[config.mk]
export PLATFORM = sky130hd
export DESIGN_NAME = irq_sequencer
export DESIGN_NICKNAME = d
export VERILOG_FILES = /design/src/rtl/irq_pkg.sv /design/src/rtl/irq_cause_stack.sv /design/src/rtl/irq_sequencer.sv
export SDC_FILE = /design/constraint.sdc
export NUM_CORES = 1
export LEC_CHECK = 0
export BUFFER_PORTS_ARGS = -buffer_cell sky130_fd_sc_hd__buf_2
export CORE_AREA = 2 2 39 41
export DETAILED_ROUTE_END_ITERATION = 10
export DIE_AREA = 0 0 41 43
export GPL_ROUTABILITY_DRIVEN = 1
export PLACE_DENSITY = 0.74
export SLEW_MARGIN = 20
export SYNTH_ARGS = -nofsm -noshare
export SYNTH_HDL_FRONTEND = slang
export SYNTH_HIERARCHICAL = 1
export SYNTH_SLANG_ARGS = --single-unit
[constraint.sdc]
create_clock -name clk -period 3.2 [get_ports clk]
set_clock_uncertainty 0.1 [all_clocks]
set_input_delay 0.32 -clock clk [delete_from_list [all_inputs] [get_ports clk]]
set_output_delay 0.32 -clock clk [all_outputs]
set_load 0.02 [all_outputs]
[src/rtl/irq_pkg.sv]
// Shared types and helpers for the interrupt sequencer: FSM states, cause codes,
// and cause classification functions.
package irq_pkg;

  typedef enum logic [1:0] {
    IDLE    = 2'd0,
    REQ     = 2'd1,
    SERVICE = 2'd2
  } irq_state_t;

  localparam logic [2:0] CAUSE_NONE  = 3'd0;
  localparam logic [2:0] CAUSE_PROT  = 3'd1;
  localparam logic [2:0] CAUSE_PAGE  = 3'd2;
  localparam logic [2:0] CAUSE_UART  = 3'd3;
  localparam logic [2:0] CAUSE_TIMER = 3'd4;

  // Faults bypass the enable and boundary gating.
  function automatic logic is_fault(input logic [2:0] c);
    return (c == CAUSE_PROT) || (c == CAUSE_PAGE);
  endfunction

  function automatic logic is_maskable(input logic [2:0] c);
    return (c == CAUSE_UART) || (c == CAUSE_TIMER);
  endfunction

endpackage

[src/rtl/irq_cause_stack.sv]
// One-deep save register holding the interrupted maskable cause while a fault
// handler runs. Only present in builds with IRQ_NEST_EN defined.
module irq_cause_stack
  import irq_pkg::*;
(
  input  logic       clk,
  input  logic       reset,
  input  logic       i_push,
  input  logic       i_pop,
  input  logic [2:0] i_data,
  output logic       o_full,
  output logic [2:0] o_data
);

  logic       r_full;
  logic [2:0] r_data;

  always_ff @(posedge clk or posedge reset) begin
    if (reset) begin
      r_full <= 1'b0;
      r_data <= CAUSE_NONE;
    end else if (i_push) begin
      r_full <= 1'b1;
      r_data <= i_data;
    end else if (i_pop) begin
      r_full <= 1'b0;
    end
  end

  assign o_full = r_full;
  assign o_data = r_data;

endmodule

[src/rtl/irq_sequencer.sv]
// Registered interrupt sequencer: gates and latches the encoder cause, runs the
// CPU request/ack handshake and tracks service. IRQ_NEST_EN enables fault nesting.
module irq_sequencer
  import irq_pkg::*;
#(
  parameter int               VEC_W     = 16,
  parameter logic [VEC_W-1:0] VEC_BASE  = VEC_W'(16'h0010),
  parameter int               VEC_SHIFT = 2
) (
  input  logic             clk,
  input  logic             reset,
  input  logic             intr,
  input  logic [2:0]       irq_nr,
  input  logic             ie,
  input  logic             boundary,
  input  logic             irq_ack,
  input  logic             reti,
  output logic             cpu_irq,
  output logic [2:0]       cause,
  output logic [VEC_W-1:0] vector,
  output logic             in_service,
  output logic             double_fault
);

  irq_state_t r_state;
  irq_state_t w_state_next;
  logic [2:0] r_cause;
  logic [2:0] w_cause_next;
  logic       r_double_fault;
  logic       w_df_next;

  logic w_fault_take;
  logic w_take;

  assign w_fault_take = intr && is_fault(irq_nr);
  assign w_take       = w_fault_take || (intr && is_maskable(irq_nr) && ie && boundary);

`ifdef IRQ_NEST_EN
  logic       w_push;
  logic       w_pop;
  logic       w_stack_full;
  logic [2:0] w_saved_cause;

  irq_cause_stack u_stack (
    .clk    (clk),
    .reset  (reset),
    .i_push (w_push),
    .i_pop  (w_pop),
    .i_data (r_cause),
    .o_full (w_stack_full),
    .o_data (w_saved_cause)
  );
`endif

  always_comb begin
    w_state_next = r_state;
    w_cause_next = r_cause;
    w_df_next    = r_double_fault;
`ifdef IRQ_NEST_EN
    w_push = 1'b0;
    w_pop  = 1'b0;
`endif
    case (r_state)
      IDLE: begin
        if (w_take) begin
          w_state_next = REQ;
          w_cause_next = irq_nr;
        end
      end
      REQ: begin
        if (irq_ack) w_state_next = SERVICE;
      end
      SERVICE: begin
        // reti has priority; a still-active source is re-sampled from IDLE.
        if (reti) begin
`ifdef IRQ_NEST_EN
          if (w_stack_full) begin
            w_pop        = 1'b1;
            w_cause_next = w_saved_cause;
          end else begin
            w_state_next = IDLE;
          end
`else
          w_state_next = IDLE;
`endif
        end else if (w_fault_take) begin
`ifdef IRQ_NEST_EN
          if (is_maskable(r_cause) && !w_stack_full) begin
            w_push       = 1'b1;
            w_cause_next = irq_nr;
            w_state_next = REQ;
          end else begin
            w_df_next = 1'b1;
          end
`else
          w_df_next = 1'b1;
`endif
        end
      end
      default: w_state_next = IDLE;
    endcase
  end

  always_ff @(posedge clk or posedge reset) begin
    if (reset) begin
      r_state        <= IDLE;
      r_cause        <= CAUSE_NONE;
      r_double_fault <= 1'b0;
    end else begin
      r_state        <= w_state_next;
      r_cause        <= w_cause_next;
      r_double_fault <= w_df_next;
    end
  end

  assign cpu_irq      = (r_state == REQ);
  assign in_service   = (r_state == SERVICE);
  assign cause        = r_cause;
  assign vector       = VEC_BASE + (VEC_W'(r_cause) << VEC_SHIFT);
  assign double_fault = r_double_fault;

endmodule

# Word-level counts from Yosys, hierarchy flattened
# Index checks and enable logic that the tools add are counted.
# W data, S select, Z words.
# op_classes
eq_ne	9
n_mux	4
addsub	1
n_bitwise	1
reduce_logical	11
# ops
cell	count
$add A5 B5 Y6 const A	1
$eq A3 B2 Y1 const B	2
$mux W2	3
$ne A2 B2 Y1 const B	3
$pmux W2 S3	1
$reduce_and A3 Y1	2
$logic_and A1 B1 Y1	4
$eq A3 B1 Y1 const B	1
$eq A3 B3 Y1 const B	1
$logic_or A1 B1 Y1	3
$eq A2 B1 Y1 const B	1
$eq A2 B2 Y1 const B	1
$logic_not A2 Y1	1
$reduce_and A2 Y1	1
$not A1 Y1	1
# totals
output_inout_bits	22
input_bits	10
elab_cells	29
regBits	6

# Depth between registers and ports, before layout
# depth
ltp_word	8
ltp_mapped	4
mapped_depth_nobuf	4

# Least setup slack after synthesis
# OpenSTA, ideal clock, no wires.
# synth_path
path_kind	input-to-reg
start	input port irq_nr[2]
end	register r_cause[0] (netlist: cause[0])
t_required_ps	2975
setup_time_ps	125
arrival_time_ps	1191
cell_stages	4
setup_slack_ps	1784
n_path_buf	0
cell_sequence	inv_1 -> nor4_2 -> o211a_4 -> mux2_4
# synth_between
elab_chain_cells	7
word_cells_on_any_way	12
classes_between	eq/ne (4); reduce/logical (8)
# synth_rtl
item	line_no	source
start: declaration	irq_sequencer.sv:13	input logic [2:0] irq_nr,
$eq A3 B2 Y1 / $eq A3 B3 Y1 (equally long branches)	irq_pkg.sv:23	return (c == CAUSE_UART) || (c == CAUSE_TIMER);
$logic_or A1 B1 Y1	irq_pkg.sv:23	
$logic_and A1 B1 Y1 (3 in series)	irq_sequencer.sv:36	assign w_take = w_fault_take || (intr && is_maskable(irq_nr) && ie && boundary);
$logic_or A1 B1 Y1 (*)	irq_sequencer.sv:36	
$reduce_and A2 Y1 (no source line) (*)	n/a	
end signal: assignment	irq_sequencer.sv:111	r_cause <= w_cause_next;
end: declaration	irq_sequencer.sv:27	logic [2:0] r_cause;
# Every way passes the cells marked *; elsewhere a longest branch is shown, timed or not.
# A chain may end at the register's enable or synchronous reset.

# Worst setup path in the final report
# layout_path
start	register r_state[0]
end	output port cpu_irq
# layout_between
elab_chain_cells	1
# layout_rtl
item	line_no	source
start: declaration	irq_sequencer.sv:25	irq_state_t r_state;
start signal: assignment	irq_sequencer.sv:110	r_state <= w_state_next;
$eq A2 B1 Y1	irq_sequencer.sv:116	assign cpu_irq = (r_state == REQ);
end: declaration	irq_sequencer.sv:18	output logic cpu_irq,
# No other way between the ends.

==> impl_metrics.json <==
{
  "syn_area_sq_um": 433,
  "r2r_cells": 3,
  "dieHeight_microns": 43,
  "cts_setup_buffers": 0,
  "hpwl_microns": 585,
  "start_util_pct": 31.3,
  "wl_microns": 696,
  "synth_cell_types": 20,
  "whs_path_depth": 2,
  "place.gp.congestion": 0.749,
  "peakVddDrop_uv": 273,
  "finalInstanceArea_sq_um": 509,
  "nFillCells": 157,
  "grtUsageTotal_pct": 8.80,
  "grt_remaining_overflow": 0,
  "worst_ep_required_time_ns": 2.78,
  "setup_viol": 0,
  "max-cap-violations": 0,
  "nets": 75,
  "place_area_sq_um": 477,
  "area.growth.synth_to_final_pct": 17.6,
  "core-area_sq_mm": 0.00138,
  "die_w_microns": 41,
  "endpoint_kind": "output port",
  "clock-sinks": 6,
  "timing.fmax_ghz": 0.696,
  "p_clk_share_pct": 20.5,
  "ios": 32,
  "synth_area_leader_cell": "dfrtp_1",
  "multiInputGateArea_sq_um": 196,
  "timing.final.crit_share_pct": 44.9,
  "rows": 14,
  "clk_pin_slew_worst_paths_ns": 0.05,
  "antenna_found_initial": 0,
  "detail_route.vias_per_cell": 4.20,
  "clockBufferDepth": 2,
  "start_kind": "flop",
  "cp.arrival_ns": 1.02,
  "synth_warnings": 6,
  "p_switching_uw": 145,
  "tns_ns": 0,
  "powerDensity_mw_per_mm2": 681,
  "drv_slew": 0,
  "grt_max_degree": 7,
  "htreeDepth": 1,
  "synth_top_area_share_pct": 34.7,
  "cts_tree": "yes",
  "syn_area_per_cell_sq_um": 9.84,
  "critPathKind": "reg2out",
  "wl_per_cell_microns": 8.81,
  "n_antenna_cell": 0,
  "combPwrFrac_pct": 46.2,
  "grt_first_pass_wirelength_microns": 1010,
  "layout_common_cells": "buf_2, conb_1, dfrtp_1",
  "area.sequential_sq_um": 150,
  "numCtsBuffers": 3,
  "dieArea_sq_mm": 0.00176,
  "switching_share_pct": 41.9,
  "synth_area_leaders": "dfrtp_1, buf_4, mux2_4",
  "insertion_delay_ns": 0.25,
  "final_common_cell": "buf_2",
  "yosysSeqAreaShare_pct": 34.7,
  "status": "complete, no violations",
  "fin_crit_ns": 1.44,
  "finalCoreUtilization_pct": 36.8,
  "p_int_uw": 201,
  "drc": 0,
  "p_total_uw": 347,
  "p_seq_share_pct": 33.3,
  "finalHoldViolCount": 0,
  "ant_nets": 0,
  "syn_inst": 44,
  "root_buffer": "clkbuf_4",
  "layout-drive-gt1-share_pct": 41.3,
  "first_iter_violations": 2,
  "port_buffers": 19,
  "rsz0062_at_grt": "no",
  "leakage_uw": 0.000292,
  "vias": 332,
  "synth_seq_cells": 6,
  "critical_path.max_fanout": 5,
  "drt_pass1_iterations": 4,
  "hold_class": "in2reg",
  "grt_pass1_vias": 263
}
path summary, 6_finish.rpt:
kind / start / end / slack, ns
worst min-delay path: irq_ack / r_state[1] / 0.19
min in group asynchronous: reset / r_state[0] / 0.43
worst min register to register: r_state[1] / r_state[0] / 0.35
worst max register to register: r_state[0] / cause[0] / 1.88
worst max-delay path: r_state[0] / cpu_irq / 1.76
max in group asynchronous: reset / cause[2] / 2.37
per-layer routing:
metal	vias up	track usage (%)	routed length (microns)
met5	-	0	0
met3	0	3.14	82
met1	151	10.9	314
li1	158	-	-
met2	23	12.2	299
met4	0	6.00	0
state kept, by name, summed over array words and instances (netlist names):
name and count:
cause 3, double_fault 1, r_state 2
Yosys cell counts, drive strengths merged:
cell,instances
mux2i,1
o21ai,1
a41o,1
mux2,2
nor2,1
a21o,1
a21oi,1
nand2,1
conb,1
a31oi,1
nor3,1
nor4,1
dfrtp,6
nand2b,1
buf,15
o211a,1
nor2b,2
o21bai,1
xor2,1
inv,4
layout make-up:
class | count | share of cell area, %
Tap cell | 16 | 3.93
Inverter | 4 | 2.95
Timing Repair Buffer | 20 | 20.6
Clock buffer | 3 | 4.42
Sequential cell | 6 | 29.5
Multi-Input combinational cell | 30 | 38.6
worst max-delay path, cell delays in order (launching register included):
cell and delay, ns:
dfrtp_1 0.40, nor2b_1 0.18, buf_2 0.19
power groups by stage:
stage | Clock [uW] | Combinational [uW] | Sequential [uW]
floorplan | 0 | 114 | 140
CTS | 74.4 | 161 | 116
global route | 80.1 | 176 | 120
detailed placement | 0 | 160 | 117
global placement | 0 | 160 | 116
finish | 71.2 | 160 | 115
logic make-up (layout without fill, tap and decap cells):
family	count (synthesis)	count (layout)	synth area share, %
compound gates	7	7	13.6
xor+xnor	1	1	2.02
simple gates	7	7	10.1
other cells	1	12	0.866
buf+inv	19	27	29.5
flops	6	6	34.7
mux	3	3	9.25
what timing repair did:
action                                 CTS  global route
resized for setup                        0             0
endpoints found under the hold margin    6             0
hold buffers                             1             0
metrics by stage:
stage	instances	hold WS, ns	worst slack [ns]
detailed placement	75	0.153	1.64
CTS	79	0.186	1.74
global route	79	0.191	1.69
global placement	75	0.145	1.65
floorplan	55	0.0110	1.78
finish	79	0.188	1.76
Note: power is estimated with default switching activity, not from simulation.
